$ cat config.mk
export PLATFORM = sky130hd
export DESIGN_NAME = cache_mem_arbiter
export DESIGN_NICKNAME = d
export VERILOG_FILES = /design/src/rtl/cache_mem_arbiter.sv
export SDC_FILE = /design/constraint.sdc
export NUM_CORES = 1
export LEC_CHECK = 0
export CORE_AREA = 4 4 106 108
export CTS_BUF_LIST = sky130_fd_sc_hd__clkbuf_8
export CTS_CLUSTER_SIZE = 12
export DETAILED_ROUTE_END_ITERATION = 6
export DIE_AREA = 0 0 110 112
export DONT_BUFFER_PORTS = 1
export MAX_ROUTING_LAYER = met4
export PLACE_DENSITY = 0.32
export RECOVER_POWER = 100
export SYNTH_ARGS = -nofsm -noshare
export SYNTH_HDL_FRONTEND = slang
export SYNTH_SLANG_ARGS = --single-unit
export TNS_END_PERCENT = 20
$ cat constraint.sdc
create_clock -name clk -period 1.7 [get_ports clk]
set_input_delay 0.34 -clock clk [delete_from_list [all_inputs] [get_ports clk]]
set_output_delay 0.34 -clock clk [all_outputs]
set_load 0.01 [all_outputs]
$ cat src/rtl/cache_mem_arbiter.sv
// Shared memory-bus arbiter for the I- and D-cache memory ports.
// Grants are held for a whole cache-line burst; one beat is in flight at a time.
module cache_mem_arbiter #(
    parameter int unsigned BUS_WIDTH  = 32,
    parameter int unsigned CPU_WIDTH  = 32,
    parameter int unsigned LINE_WORDS = 16
) (
    input  logic                   clk,
    input  logic                   reset,
    // I-cache side (read only)
    input  logic                   i_mem_ce,
    input  logic [BUS_WIDTH-1:0]   i_mem_addr,
    output logic [CPU_WIDTH-1:0]   i_mem_rdata,
    output logic                   i_mem_rdata_valid,
    // D-cache side
    input  logic                   d_mem_ce,
    input  logic                   d_mem_we,
    input  logic [BUS_WIDTH-1:0]   d_mem_addr,
    input  logic [CPU_WIDTH-1:0]   d_mem_wdata,
    input  logic [CPU_WIDTH/8-1:0] d_mem_wmask,
    output logic [CPU_WIDTH-1:0]   d_mem_rdata,
    output logic                   d_mem_rdata_valid,
    output logic                   d_mem_write_respone,
    // Shared memory bus
    output logic                   bus_req,
    output logic                   bus_we,
    output logic [BUS_WIDTH-1:0]   bus_addr,
    output logic [CPU_WIDTH-1:0]   bus_wdata,
    output logic [CPU_WIDTH/8-1:0] bus_wmask,
    input  logic                   bus_ready,
    input  logic [CPU_WIDTH-1:0]   bus_rdata,
    input  logic                   bus_rvalid,
    input  logic                   bus_bresp
);

    localparam int unsigned CNT_W = $clog2(LINE_WORDS);
    localparam logic [CNT_W-1:0] CNT_LAST = CNT_W'(LINE_WORDS - 1);

    localparam logic [1:0] IDLE  = 2'd0;
    localparam logic [1:0] GNT_I = 2'd1;
    localparam logic [1:0] GNT_D = 2'd2;

    logic [1:0]       state_q, state_d;
    logic [CNT_W-1:0] cnt_q, cnt_d;
    logic             pend_q, pend_d;
    logic             last_q, last_d;  // 0 = I served last, 1 = D served last

    logic grant_i;
    logic grant_d;
    logic port_ce;
    logic accept;
    logic done;

    assign grant_i = (state_q == GNT_I);
    assign grant_d = (state_q == GNT_D);
    assign port_ce = (grant_i & i_mem_ce) | (grant_d & d_mem_ce);
    assign accept  = bus_req & bus_ready;
    // Responses only count while a beat is actually outstanding.
    assign done    = pend_q & (bus_rvalid | bus_bresp) & (grant_i | grant_d);

    always_ff @(posedge clk) begin
        if (reset) begin
            state_q <= IDLE;
            cnt_q   <= '0;
            pend_q  <= 1'b0;
            last_q  <= 1'b0;
        end else begin
            state_q <= state_d;
            cnt_q   <= cnt_d;
            pend_q  <= pend_d;
            last_q  <= last_d;
        end
    end

    always_comb begin
        state_d = state_q;
        cnt_d   = cnt_q;
        pend_d  = pend_q;
        last_d  = last_q;
        case (state_q)
            IDLE: begin
                // On a tie the port that was not served last wins.
                if (d_mem_ce && (!i_mem_ce || !last_q)) begin
                    state_d = GNT_D;
                end else if (i_mem_ce) begin
                    state_d = GNT_I;
                end
            end
            GNT_I, GNT_D: begin
                if (done) begin
                    pend_d = 1'b0;
                    if (cnt_q == CNT_LAST) begin
                        cnt_d   = '0;
                        state_d = IDLE;
                        last_d  = grant_d;
                    end else begin
                        cnt_d = cnt_q + CNT_W'(1);
                    end
                end else if (accept) begin
                    pend_d = 1'b1;
                end else if (!pend_q && !port_ce) begin
                    // Granted cache went quiet between beats: release the bus.
                    state_d = IDLE;
                    cnt_d   = '0;
                    last_d  = grant_d;
                end
            end
            default: begin
                state_d = IDLE;
                cnt_d   = '0;
                pend_d  = 1'b0;
            end
        endcase
    end

    always_comb begin
        bus_req   = port_ce & ~pend_q;
        bus_we    = 1'b0;
        bus_addr  = '0;
        bus_wdata = '0;
        bus_wmask = '0;
        case (state_q)
            GNT_I: begin
                bus_addr = i_mem_addr;
            end
            GNT_D: begin
                bus_we    = d_mem_we;
                bus_addr  = d_mem_addr;
                bus_wdata = d_mem_wdata;
                bus_wmask = d_mem_wmask;
            end
            default: begin
                bus_addr = '0;
            end
        endcase
    end

    assign i_mem_rdata         = grant_i ? bus_rdata : '0;
    assign i_mem_rdata_valid   = grant_i & pend_q & bus_rvalid;
    assign d_mem_rdata         = grant_d ? bus_rdata : '0;
    assign d_mem_rdata_valid   = grant_d & pend_q & bus_rvalid;
    assign d_mem_write_respone = grant_d & pend_q & bus_bresp;

endmodule

==> results.sh <==
export IMPL_synth_distinct_cells=35
export IMPL_drc=0
export IMPL_synth_edff_count=0
export IMPL_post_route_cell_area_um2=2460
export IMPL_final_common_cell="and2_4"
export IMPL_grt_max_degree=32
export IMPL_relSlewSlack=0.763
export IMPL_start_kind="flop"
export IMPL_numClockSinks=8
export IMPL_setup_tns_ps=-363
export IMPL_setup_slack_ps=-72.1
export IMPL_max_stage_delay_ps=310
export IMPL_tightest_slew_ps=355
export IMPL_gr_total_overflow=0
export IMPL_cts_hold_buf=0
export IMPL_mostFrequentLayoutCells="and2_4, nor2_2, a22oi_1"
export IMPL_worst_path_most_repeated_cell="buf_4"
export IMPL_wire_per_inst_um=23.4
export IMPL_cts_buffers=3
export IMPL_io_pins=277
export IMPL_crit_chain="buf_4, ha_4, buf_12, a22oi_2, nor2_1, buf_4"
export IMPL_hold_path_class="primary input to flop"
export IMPL_vias_per_cell=5.10
export IMPL_ys_warn_count=0
export IMPL_wirelength_um=9340
export IMPL_grtUsageTotal=0.130
export IMPL_nets=409
export IMPL_max_freq_ghz=0.564
export IMPL_finalNonFillerCells=399
export IMPL_cp_end_kind="output port"
export IMPL_drt_iter0_markers=125
export IMPL_cp_max_fo=31
export IMPL_synthesis_nets=403
export IMPL_htreeDepth=1
export IMPL_drv_cap=0
export IMPL_layout_min_cycle_time_ps=1770
export IMPL_async_flop_share=0
export IMPL_clk_insertion_delay_late_ps=230
export IMPL_die_y_um=112
export IMPL_dieArea_um2=12300
export IMPL_clk_path_buf_depth=2
export IMPL_status="finished, violations left"
export IMPL_tritoncts="built"
export IMPL_leakage_nw=0.920
export IMPL_worstPathRequired_ps=1360
export IMPL_coreArea_um2=10200
export IMPL_syn_instance_count=259
export IMPL_timing_hold_ws_ps=169
export IMPL_ir_drop_mv=0.544
export IMPL_clk_pin_slew_ps=40
export IMPL_synthToLayoutAreaGrowth_pct=47.9
export IMPL_hold_viol_final=0
export IMPL_drt_pass1_iter_count=4
export IMPL_powerDensity_nw_per_um2=1960
export IMPL_violations="setup timing"
export IMPL_dp_hpwl_um=7350
export IMPL_slew_violations=0
export IMPL_synth_area_per_cell_um2=6.43
export IMPL_critical_path_class="flop to output port"
export IMPL_start_util=0.163
export IMPL_synth_seq_cells=8
export IMPL_num_vias=2035
export IMPL_finClkSkew_ps=0.560
export IMPL_antenna_cells=0
export IMPL_grt_pass1_wl_um=11600
export IMPL_synth_ff_type="dfxtp_1"
export IMPL_syn_area_um2=1670
export IMPL_drive_gt1_frac=0.597
export IMPL_place_port_buffers=0
export IMPL_antenna_found_initial=0
export IMPL_fin_crit_sh=1.04
export IMPL_placedCellCount=390
export IMPL_gp_congestion=0.761
export IMPL_die_width_um=110
export IMPL_setup_viol=12
export IMPL_placed_cell_area_um2=1940
export IMPL_cts_root_buf="clkbuf_8"
export IMPL_cp_arrival_ps=1430
export IMPL_ys_seq_area_frac=0.0962
export IMPL_ant_nets=0
export IMPL_rows=37
export IMPL_cp_slowest_cell="dfxtp_2"
export IMPL_rsz0062_at_grt="true"
export IMPL_grt_pass1_vias=2016
==> stage by stage <==
step,setup slack [ps],utilization,total power [mW]
after floorplan,34.1,-,2.42
after global placement,-45.1,0.190,3.35
after detailed placement,-133,0.190,3.32
after CTS,-82.2,0.218,4.35
after global routing,-107,0.241,5.16
final,-72.1,0.241,4.82
==> worst max-delay path: cells and delay by family, from the launching register on <==
kind	cells	cell delay, ps
compound gates	1	180
simple gates	1	70
flops	1	310
buf+inv	3	450
fa+ha+maj	1	180
==> what timing repair did <==
item                                    CTS  global route
pin swaps                                 6             2
buffers inserted                          2             1
resized for setup                        66            75
endpoints found under the setup margin  121           104
gates cloned                              2             1
==> where the power goes <==
group	internal, mW	leakage, nW	switching, mW
sequential	0.232	0.0659	0.0368
clock	0.154	0.0216	0.0769
combinational	1.85	0.833	2.47
total	2.23	0.920	2.59
==> logic make-up (layout without fill, tap and decap cells) <==
group           Yosys count  after routing  share of synthesized area
buf+inv                  32             36                     0.0789
fa+ha+maj                 4              4                     0.0301
flops                     8              8                     0.0962
compound gates           57             57                      0.257
simple gates            157            157                      0.532
mux                       1              1                    0.00601
==> per-layer routing <==
metal	track usage	vias up	part of all wire
li1	-	892	-
met1	0.146	967	0.37
met2	0.231	171	0.51
met3	0.0301	5	0.11
met4	0.0249	0	0.0067
met5	-	-	0
==> synth_stat cells, drive strengths merged (2+ instances only) <==
| cell type | number | share of area |
|---|---|---|
| a31oi | 3 | 0.011 |
| ha | 4 | 0.030 |
| nor3 | 5 | 0.015 |
| and2 | 101 | 0.38 |
| nand3 | 3 | 0.0090 |
| and3 | 4 | 0.015 |
| o211ai | 2 | 0.012 |
| o21ai | 4 | 0.012 |
| inv | 6 | 0.014 |
| nand2 | 4 | 0.0090 |
| nor2 | 33 | 0.074 |
| a22oi | 33 | 0.15 |
| or3 | 2 | 0.0075 |
| nor3b | 2 | 0.0090 |
| a21oi | 6 | 0.018 |
| dfxtp | 8 | 0.096 |
| clkbuf | 18 | 0.041 |
| buf | 8 | 0.025 |
| nor4 | 2 | 0.0075 |
==> flip-flops by register name (all words and copies together), names as in the netlist <==
name	flops
state_q	2
cnt_q	4
pend_q	1
last_q	1
==> final timing paths <==
| check | endpoint | cells after the start | slack [ps] | startpoint |
|---|---|---|---|---|
| hold reg to reg | cnt_q[1] | 2 | 530 | cnt_q[1] |
| setup reg to reg | cnt_q[2] | 6 | 40 | state_q[1] |
| hold / removal | state_q[1] | 1 | 170 | reset |
| setup / recovery | bus_addr[11] | 6 | -70 | state_q[0] |
==> final cells by class <==
| type | count | area, um2 |
|---|---|---|
| Fill cell | 1116 | 7770 |
| Multi-Input combinational cell | 219 | 1720 |
| Timing Repair Buffer | 26 | 323 |
| Tap cell | 136 | 170 |
| Sequential cell | 8 | 165 |
| Clock buffer | 3 | 41.3 |
| Inverter | 6 | 32.5 |
| Timing Repair inverter | 1 | 6.26 |
Note: power is estimated with default switching activity, not from simulation.
